**config.mk**
```make
export PLATFORM = sky130hd
export DESIGN_NAME = lcd_ctrl
export DESIGN_NICKNAME = d
export VERILOG_FILES = /design/src/rtl/lcd_ctrl.sv
export SDC_FILE = /design/constraint.sdc
export NUM_CORES = 1
export LEC_CHECK = 0
export ABC_AREA = 1
export BUFFER_PORTS_ARGS = -buffer_cell sky130_fd_sc_hd__buf_4
export CAP_MARGIN = 10
export CORE_MARGIN = 3
export CORE_UTILIZATION = 41
export CTS_CLUSTER_SIZE = 8
export DETAILED_ROUTE_END_ITERATION = 8
export PLACE_DENSITY = 0.67
export RECOVER_POWER = 25
export SYNTH_ARGS = -nofsm -noshare
export SYNTH_HDL_FRONTEND = slang
export SYNTH_SLANG_ARGS = --single-unit
export TNS_END_PERCENT = 5
```
**constraint.sdc**
```tcl
create_clock -name i_clk -period 1.6 [get_ports i_clk]
set_input_delay 0.16 -clock i_clk [delete_from_list [all_inputs] [get_ports i_clk]]
set_output_delay 0.16 -clock i_clk [all_outputs]
set_load 0.02 [all_outputs]
```
**src/rtl/lcd_ctrl.sv**
```systemverilog
// lcd_ctrl: HD44780 write sequencer (SETUP/PULSE/HOLD/EXEC) driven by an LSU register strobe.
// Define LCD_CTRL_FIFO_EN to add a 4-entry {RS,data} FIFO that buffers writes while busy.
module lcd_ctrl #(
   parameter int SETUP_CYC = 2,
   parameter int PULSE_CYC = 25,
   parameter int HOLD_CYC  = 2,
   parameter int EXEC_CYC  = 2000,
   parameter int CLEAR_CYC = 82000
) (
   input  logic        i_clk,
   input  logic        i_rst_n,
   input  logic [31:0] i_lcd_reg,
   input  logic        i_lcd_wr,
   output logic        o_busy,
   output logic        o_ovf,
   output logic        o_lcd_on,
   output logic        o_lcd_en,
   output logic        o_lcd_rs,
   output logic        o_lcd_rw,
   output logic [7:0]  o_lcd_data
);
   function automatic int eff(int p);
      return (p < 1) ? 1 : p;
   endfunction
   function automatic int maxi(int a, int b);
      return (a > b) ? a : b;
   endfunction
   localparam int MAXP = maxi(maxi(maxi(eff(SETUP_CYC), eff(PULSE_CYC)), maxi(eff(HOLD_CYC), eff(EXEC_CYC))), eff(CLEAR_CYC));
   localparam int CW = $clog2(MAXP + 1);
   // Counter loads are length-1 so that a state lasts exactly its parameter in cycles
   localparam logic [CW-1:0] C_SETUP = CW'(eff(SETUP_CYC) - 1);
   localparam logic [CW-1:0] C_PULSE = CW'(eff(PULSE_CYC) - 1);
   localparam logic [CW-1:0] C_HOLD  = CW'(eff(HOLD_CYC) - 1);
   localparam logic [CW-1:0] C_EXEC  = CW'(eff(EXEC_CYC) - 1);
   localparam logic [CW-1:0] C_CLEAR = CW'(eff(CLEAR_CYC) - 1);
   typedef enum logic [2:0] {IDLE, SETUP, PULSE, HOLD, EXEC} state_t;
   state_t          state, state_nxt;
   logic [CW-1:0]   cnt, cnt_nxt;
   logic            pop, push, take, drop, load, pending, clear;
   logic [8:0]      head, load_val;
   logic            unused_ok;
   assign unused_ok = ^i_lcd_reg[30:9];
   assign take     = (state == IDLE) && i_lcd_wr && !pop;
   assign drop     = i_lcd_wr && !take && !push;
   assign load     = take || pop;
   assign load_val = pop ? head : i_lcd_reg[8:0];
   assign clear    = !o_lcd_rs && (o_lcd_data[7:2] == 6'd0) && (o_lcd_data[1:0] != 2'd0);
   assign o_busy   = (state != IDLE) || pending;
   assign o_lcd_rw = 1'b0;
`ifdef LCD_CTRL_FIFO_EN
   logic [8:0] fifo [4];
   logic [1:0] rd_ptr, wr_ptr;
   logic [2:0] fcnt;
   assign pending = fcnt != 3'd0;
   assign pop     = (state == IDLE) && pending;
   assign push    = i_lcd_wr && !take && ((fcnt != 3'd4) || pop);
   assign head    = fifo[rd_ptr];
   always_ff @(posedge i_clk) begin
      if (!i_rst_n) begin
         rd_ptr <= '0;
         wr_ptr <= '0;
         fcnt   <= '0;
      end else begin
         if (push) begin
            fifo[wr_ptr] <= i_lcd_reg[8:0];
            wr_ptr       <= wr_ptr + 2'd1;
         end
         if (pop) rd_ptr <= rd_ptr + 2'd1;
         fcnt <= fcnt + 3'(push) - 3'(pop);
      end
   end
`else
   assign pending = 1'b0;
   assign pop     = 1'b0;
   assign push    = 1'b0;
   assign head    = '0;
`endif
   always_comb begin
      state_nxt = state;
      cnt_nxt   = (cnt == '0) ? '0 : cnt - 1'b1;
      case (state)
         IDLE:  if (load) begin
                   state_nxt = SETUP;
                   cnt_nxt   = C_SETUP;
                end
         SETUP: if (cnt == '0) begin
                   state_nxt = PULSE;
                   cnt_nxt   = C_PULSE;
                end
         PULSE: if (cnt == '0) begin
                   state_nxt = HOLD;
                   cnt_nxt   = C_HOLD;
                end
         HOLD:  if (cnt == '0) begin
                   state_nxt = EXEC;
                   cnt_nxt   = clear ? C_CLEAR : C_EXEC;
                end
         EXEC:  if (cnt == '0) state_nxt = IDLE;
         default: state_nxt = IDLE;
      endcase
   end
   always_ff @(posedge i_clk) begin
      if (!i_rst_n) begin
         state      <= IDLE;
         cnt        <= '0;
         o_lcd_en   <= 1'b0;
         o_lcd_on   <= 1'b0;
         o_ovf      <= 1'b0;
         o_lcd_rs   <= 1'b0;
         o_lcd_data <= 8'h00;
      end else begin
         state    <= state_nxt;
         cnt      <= cnt_nxt;
         o_lcd_en <= state_nxt == PULSE;
         if (i_lcd_wr) o_lcd_on <= i_lcd_reg[31];
         if (drop) o_ovf <= 1'b1;
         if (load) {o_lcd_rs, o_lcd_data} <= load_val;
      end
   end
endmodule

```
==> results of run 1 <==
[metal layers]
metal	vias up	global-route usage (%)	share of wire, %
li1	714	-	-
met1	583	19.90	49
met2	24	23.76	44
met3	6	5.059	4.9
met4	0	6.853	1.9
met5	-	0	0
[logic make-up after synthesis]
family	after synthesis	synth area share, %
simple gates	91	29.74
other cells	1	0.2483
fa+ha+maj	1	0.8284
xor+xnor	11	6.380
buf+inv	28	7.622
flops	32	42.42
compound gates	37	12.76
[flip-flops by register name (all words and copies together) (netlist names)]
signal / cells
o_lcd_rs: 1
o_ovf: 1
state: 3
o_lcd_data: 8
cnt: 17
o_lcd_on: 1
o_lcd_en: 1
[worst paths after layout]
check                                   start       end  slack (ps)  cells after the start
worst max-delay path                   cnt[0]    cnt[8]         140                      8
worst max register to register         cnt[0]    cnt[8]         140                      8
worst min register to register          o_ovf     o_ovf         470                      2
worst min-delay path            i_lcd_reg[31]  o_lcd_on         110                      3
[stage by stage]
stage                     hold slack (ps)  worst slack, ps  area (um2)  setup TNS (ps)
final                               112.3            138.7        1842               0
after detailed placement            404.1            151.3        1780               0
after floorplan                     287.8            216.7        1510               0
after global routing                101.6           -27.96        1842          -35.57
after CTS                           107.4            129.1        1871               0
after global placement              398.4            154.1        1780               0
[power groups by stage]
stage	Clock, mW	Sequential [mW]	Combinational (mW)
after floorplan	0	1.24	1.44
after global placement	0	1.21	1.96
after detailed placement	0	1.21	1.99
after CTS	0.654	1.20	2.00
after global routing	0.696	1.22	2.26
final	0.632	1.19	1.96
[repair_timing]
item / in CTS / in global routing
hold endpoints to repair: 0 / 0
endpoints found under the setup margin: 0 / 5
setup buffers: 0 / 0
gates resized for setup: 0 / 2
[worst register-to-register path, stage by stage (launching register included)]
cell	delay [ps]
dfxtp_1	300
inv_1	60
ha_1	200
nand2_2	110
nor2_4	140
nand3_4	150
clkinv_2	140
nand4_1	160
o21ai_0	130
[layout make-up]
cell class	count	share of cell area [%]
flip-flops and latches	32	34.78
repair buffers	32	11.21
multi-input cells	141	41.24
clock buffers	8	4.891
inverters	23	4.755
well taps	46	3.125
[cell usage in the layout, fill, tap and decap left out, drive strengths merged]
master  instances
o22ai           1
nor2           38
nand3          15
clkbuf         17
a21oi          20
clkinv          1
inv            22
xnor2           3
xor2            8
conb            1
o31ai           1
nand4           3
buf            23
ha              1
o211ai          1
nand3b          2
a31oi           1
nor3            3
o21ai          13
nand2          30
dfxtp          32
==> run_results.csv, run 1 <==
group,metric,value,unit
cts,cts.path.max_buffers,2,
cts,root_buffer,"clkbuf_8",
power_and_ir_drop,p_int,2.155,mW
synthesis,synth_nets,237,
drt,viasPerCell,4.706,
power_and_ir_drop,power_density,2055,nW/um2
cells_and_area,layout.cells.non_filler,282,
die,initial_core_util,43.87,%
die,fp.dieArea,4448,um2
power_and_ir_drop,p_switching,1.631,mW
cells_and_area,register_area,640.6,um2
critical_path,cp_cell_sequence,"inv_1 -> ha_1 -> nand2_2 -> nor2_4 -> nand3_4 -> clkinv_2 -> nand4_1 -> o21ai_0",
synthesis,ys_seq_area_share,42.42,%
timing,skew,3.256,ps
global_route,grt_pass1_vias,1202,
synthesis,yosys_warnings,0,
power_and_ir_drop,power.share.switching,43.08,%
cells_and_area,area_delta_synth_final,21.96,%
die,core,3442,um2
placement,hpwl,2189,um
critical_path,path_delay_family,"simple AND/OR/NAND/NOR gates",
timing,layout_min_cycle_time,1461,ps
cts,cts_buffers,5,
synthesis,syn_area,1510,um2
synthesis,netlist.area_leader.share,42.42,%
timing,finalHoldViolCount,0,
cts,h-tree-depth,2,
critical_path,start_kind,"register",
timing,slew_violations,0,
synthesis,ys_top_cells_by_area,"dfxtp_1 (42%), nor2_1 (7.7%), a21oi_1 (6.6%)",
power_and_ir_drop,seqPwrFrac,31.4,%
power_and_ir_drop,p_leak,0.8044,nW
critical_path,endpoint_kind,"register",
drt,num_vias,1327,
timing,rsz0062_at_grt,"yes",
status,status,"finished, final reports clean",
global_route,grt_max_degree,19,
critical_path,crit_type,"register to register",
power_and_ir_drop,clkPwrFrac,16.7,%
synthesis,yosysMostFrequentCell,"dfxtp_1",
drt,routed_wl,2963,um
global_route,antenna_found_initial,0,
placement,port_buffers,25,
synthesis,synth_top_area_cell,"dfxtp_1",
synthesis,ys_types,31,
global_route,grt.total_usage,15.57,%
critical_path,cpPeakStageDelay,300,ps
die,rows,21,
cts,clk_latency,280,ps
power_and_ir_drop,p_comb_share,51.9,%
power_and_ir_drop,ir_drop,1092,uV
cells_and_area,nFillCells,336,
cts,hold_buffers,0,
die,pin_count,49,
timing,setup_viol,0,
synthesis,avgSynthCellArea,7.513,um2
critical_path,crit_fanout,10,
hold_path,hp-class,"primary input to register",
synthesis,synth_edf_count,0,
run,cap_viol_max_count,0,
timing,fin_crit_sh,91.33,%
synthesis,ys_seq_elements,32,
cts,clock-sinks,32,
cells_and_area,drive_gt1_share,19.92,%
cells_and_area,n_antenna_cell,0,
synthesis,ys.flop_type,"dfxtp_1",
drt,remaining_drc_errors,0,
drt,wire_per_inst,10.51,um
placement,finalWeightedCongestion,0.7496,
drt,antenna_left,0,
power_and_ir_drop,power,3.785,mW
synthesis,synthArstFlopShare,0,%
cells_and_area,multiInputGateArea,759.5,um2
synthesis,synthTopCellsByCount,"dfxtp_1 (32), nor2_1 (31), nand2_1 (24), inv_1 (21), a21oi_1 (20)",
cells_and_area,final_core_util,53.51,%
die,die_y,66.69,um
cts,cts_tree,"built",
global_route,grt_pass1_wl,5195,um
timing,fmax,684.3,MHz
die,die_w,66.69,um
synthesis,netlist_instances,201,
cells_and_area,finalNetCount,271,
critical_path,path_buf_inv,2,
critical_path,crit_required,1800,ps
placement,dp_cells,274,
cts,clk_pin_slew,60,ps
drt,drt_iter0_drc,59,
critical_path,cp_slowest_cell,"dfxtp_1",
drt,drt_first_pass_iters,4,
global_route,overflow,0,
critical_path,crit_arrival,1660,ps
No activity file was read; power rests on OpenSTA's default activity.
==> run 2: changes to the inputs <==
==> constraint.sdc (replaced) <==
create_clock -name i_clk -period 1.85 [get_ports i_clk]
set_input_delay 0.185 -clock i_clk [delete_from_list [all_inputs] [get_ports i_clk]]
set_output_delay 0.185 -clock i_clk [all_outputs]
set_load 0.02 [all_outputs]
==> run 2 against run 1 <==
Flip-flop and latch count stayed put. Sequential power is 13% lower. Largest power group unchanged. Largest cell class unchanged. Core utilization is 1.3 points lower. Clock skew is 1.3 ps higher. Fmax is 5.6% lower. Final area is 2.5% lower. Clock power is 16% lower. Critical path type unchanged. Register-to-register slack better by 160 ps. Sequential share of layout area is 0.90 points higher. Count of clock-buffer cells in the layout stayed put. Die area stayed put. Critical endpoint is now cnt[14]. Critical path depth is 1 lower.
==> run_results.csv, run 2 (synthesis results as in run 1) <==
group,metric,value,unit
cells_and_area,postLayoutCellArea,1795,um2
critical_path,crit_arrival,1700,ps
critical_path,cp_slowest_cell,"o21ai_1",
timing,rsz0062_at_grt,"no",
timing,finalHoldViolCount,0,
cts,post_cts_resized,0,
drt,num_vias,1273,
power_and_ir_drop,seqPwrFrac,32.7,%
die,pin_count,49,
critical_path,crit_required,2010,ps
cells_and_area,top_register,"cnt",
cells_and_area,drive_gt1_share,17.75,%
cells_and_area,finalNetCount,266,
power_and_ir_drop,p_leak,0.7766,nW
cts,root_buffer,"clkbuf_8",
cells_and_area,largest_reg_flops,17,
power_and_ir_drop,p_switching,1.369,mW
critical_path,reg2reg_slack,300,ps
cells_and_area,area_delta_synth_final,18.89,%
cts,clock-sinks,32,
cts,hold_buffers,0,
global_route,grt_max_degree,19,
drt,remaining_drc_errors,0,
power_and_ir_drop,power,3.159,mW
die,initial_core_util,43.87,%
drt,wire_per_inst,10.30,um
timing,setup_viol,0,
timing,fmax,646.2,MHz
power_and_ir_drop,power.share.switching,43.33,%
drt,viasPerCell,4.596,
die,die_w,66.69,um
cts,cts.path.max_buffers,2,
cells_and_area,final_core_util,52.16,%
global_route,grt_pass1_vias,1230,
critical_path,start_kind,"register",
status,status,"finished, final reports clean",
power_and_ir_drop,power_density,1759,nW/um2
timing,skew,4.586,ps
timing,layout_min_cycle_time,1547,ps
cts,h-tree-depth,2,
global_route,antenna_found_initial,0,
cts,cts_tree,"built",
power_and_ir_drop,ir_drop,844.3,uV
global_route,grt.total_usage,14.77,%
run,cap_viol_max_count,0,
cts,cts_buffers,5,
global_route,grt_pass1_wl,5009,um
cts,clk_pin_slew,60,ps
critical_path,crit_type,"register to register",
die,core,3442,um2
die,fp.dieArea,4448,um2
cells_and_area,final_common_cell,"dfxtp_1",
critical_path,cp_cell_sequence,"inv_1 -> ha_1 -> nand2_2 -> nor2_4 -> nand3_4 -> o21ai_1 -> nor2_1",
drt,drt_first_pass_iters,4,
global_route,overflow,0,
die,die_y,66.69,um
drt,drt_iter0_drc,35,
placement,finalWeightedCongestion,0.7660,
placement,placed_area,1743,um2
cells_and_area,top_regs,"cnt (17), o_lcd_data (8), state (3)",
hold_path,hp-class,"primary input to register",
cells_and_area,layout_common_cells,"dfxtp_1 (32), nor2_1 (31), nand2_1 (24), inv_1 (21), a21oi_1 (20)",
critical_path,cpPeakStageDelay,330,ps
critical_path,path_delay_family,"simple AND/OR/NAND/NOR gates",
critical_path,path_buf_inv,1,
drt,antenna_left,0,
drt,routed_wl,2853,um
cts,clk_latency,270,ps
power_and_ir_drop,clkPwrFrac,16.9,%
timing,setup_tns,0,ps
timing,slew_violations,0,
power_and_ir_drop,p_int,1.790,mW
placement,port_buffers,25,
critical_path,endpoint_kind,"register",
cells_and_area,n_antenna_cell,0,
die,rows,21,
power_and_ir_drop,p_comb_share,50.5,%
timing,fin_crit_sh,83.64,%
placement,hpwl,2183,um
cts,postCtsSetupBuffers,0,
critical_path,crit_fanout,10,
-- run 2: area by class of cell --
type	count	area (um2)
inverter	23	87.58
multi-input combinational	141	754.5
sequential	32	640.6
timing repair buffer	27	165.2
tap	46	57.56
clock buffer	8	90.09
fill	350	1647
-- run 2: final timing paths --
check,start,to,cells past startpoint
worst min register to register,o_lcd_data[5],o_lcd_data[5],2
worst max register to register,cnt[0],cnt[14],7
worst min-delay path,i_lcd_reg[31],o_lcd_on,3
worst max-delay path,cnt[0],cnt[14],7
-- run 2: per-layer routing --
layer	GRT usage (%)	share of wire, %	up-vias
li1	-	-	702
met1	17.42	48	549
met2	24.13	47	17
met3	4.722	3.7	5
met4	6.853	1.4	0
met5	0	0	-
-- run 2: per-stage QoR --
step	instances	worst slack, ps	hold WS, ps
after global placement	269	274.7	424.0
after floorplan	201	466.7	312.8
final	277	302.6	144.2
after detailed placement	269	279.0	428.1
after CTS	277	273.8	135.5
after global routing	277	109.9	139.9
-- run 2: worst reg2reg max path: cells and delay by family (launching register included) --
family                     cells  cell delay, ps
AOI/OAI and AO/OA              1             330
buffers and inverters          1             110
DFF                            1             290
adders and majority gates      1             210
and+or+nand+nor                4             480
-- run 2: power groups by stage --
stage / registers (mW) / clock network [mW] / logic (mW)
final: 1.03 / 0.534 / 1.59
after global routing: 1.06 / 0.588 / 1.84
after CTS: 1.03 / 0.560 / 1.65
after detailed placement: 1.05 / 0 / 1.64
after global placement: 1.04 / 0 / 1.62
after floorplan: 1.07 / 0 / 1.25
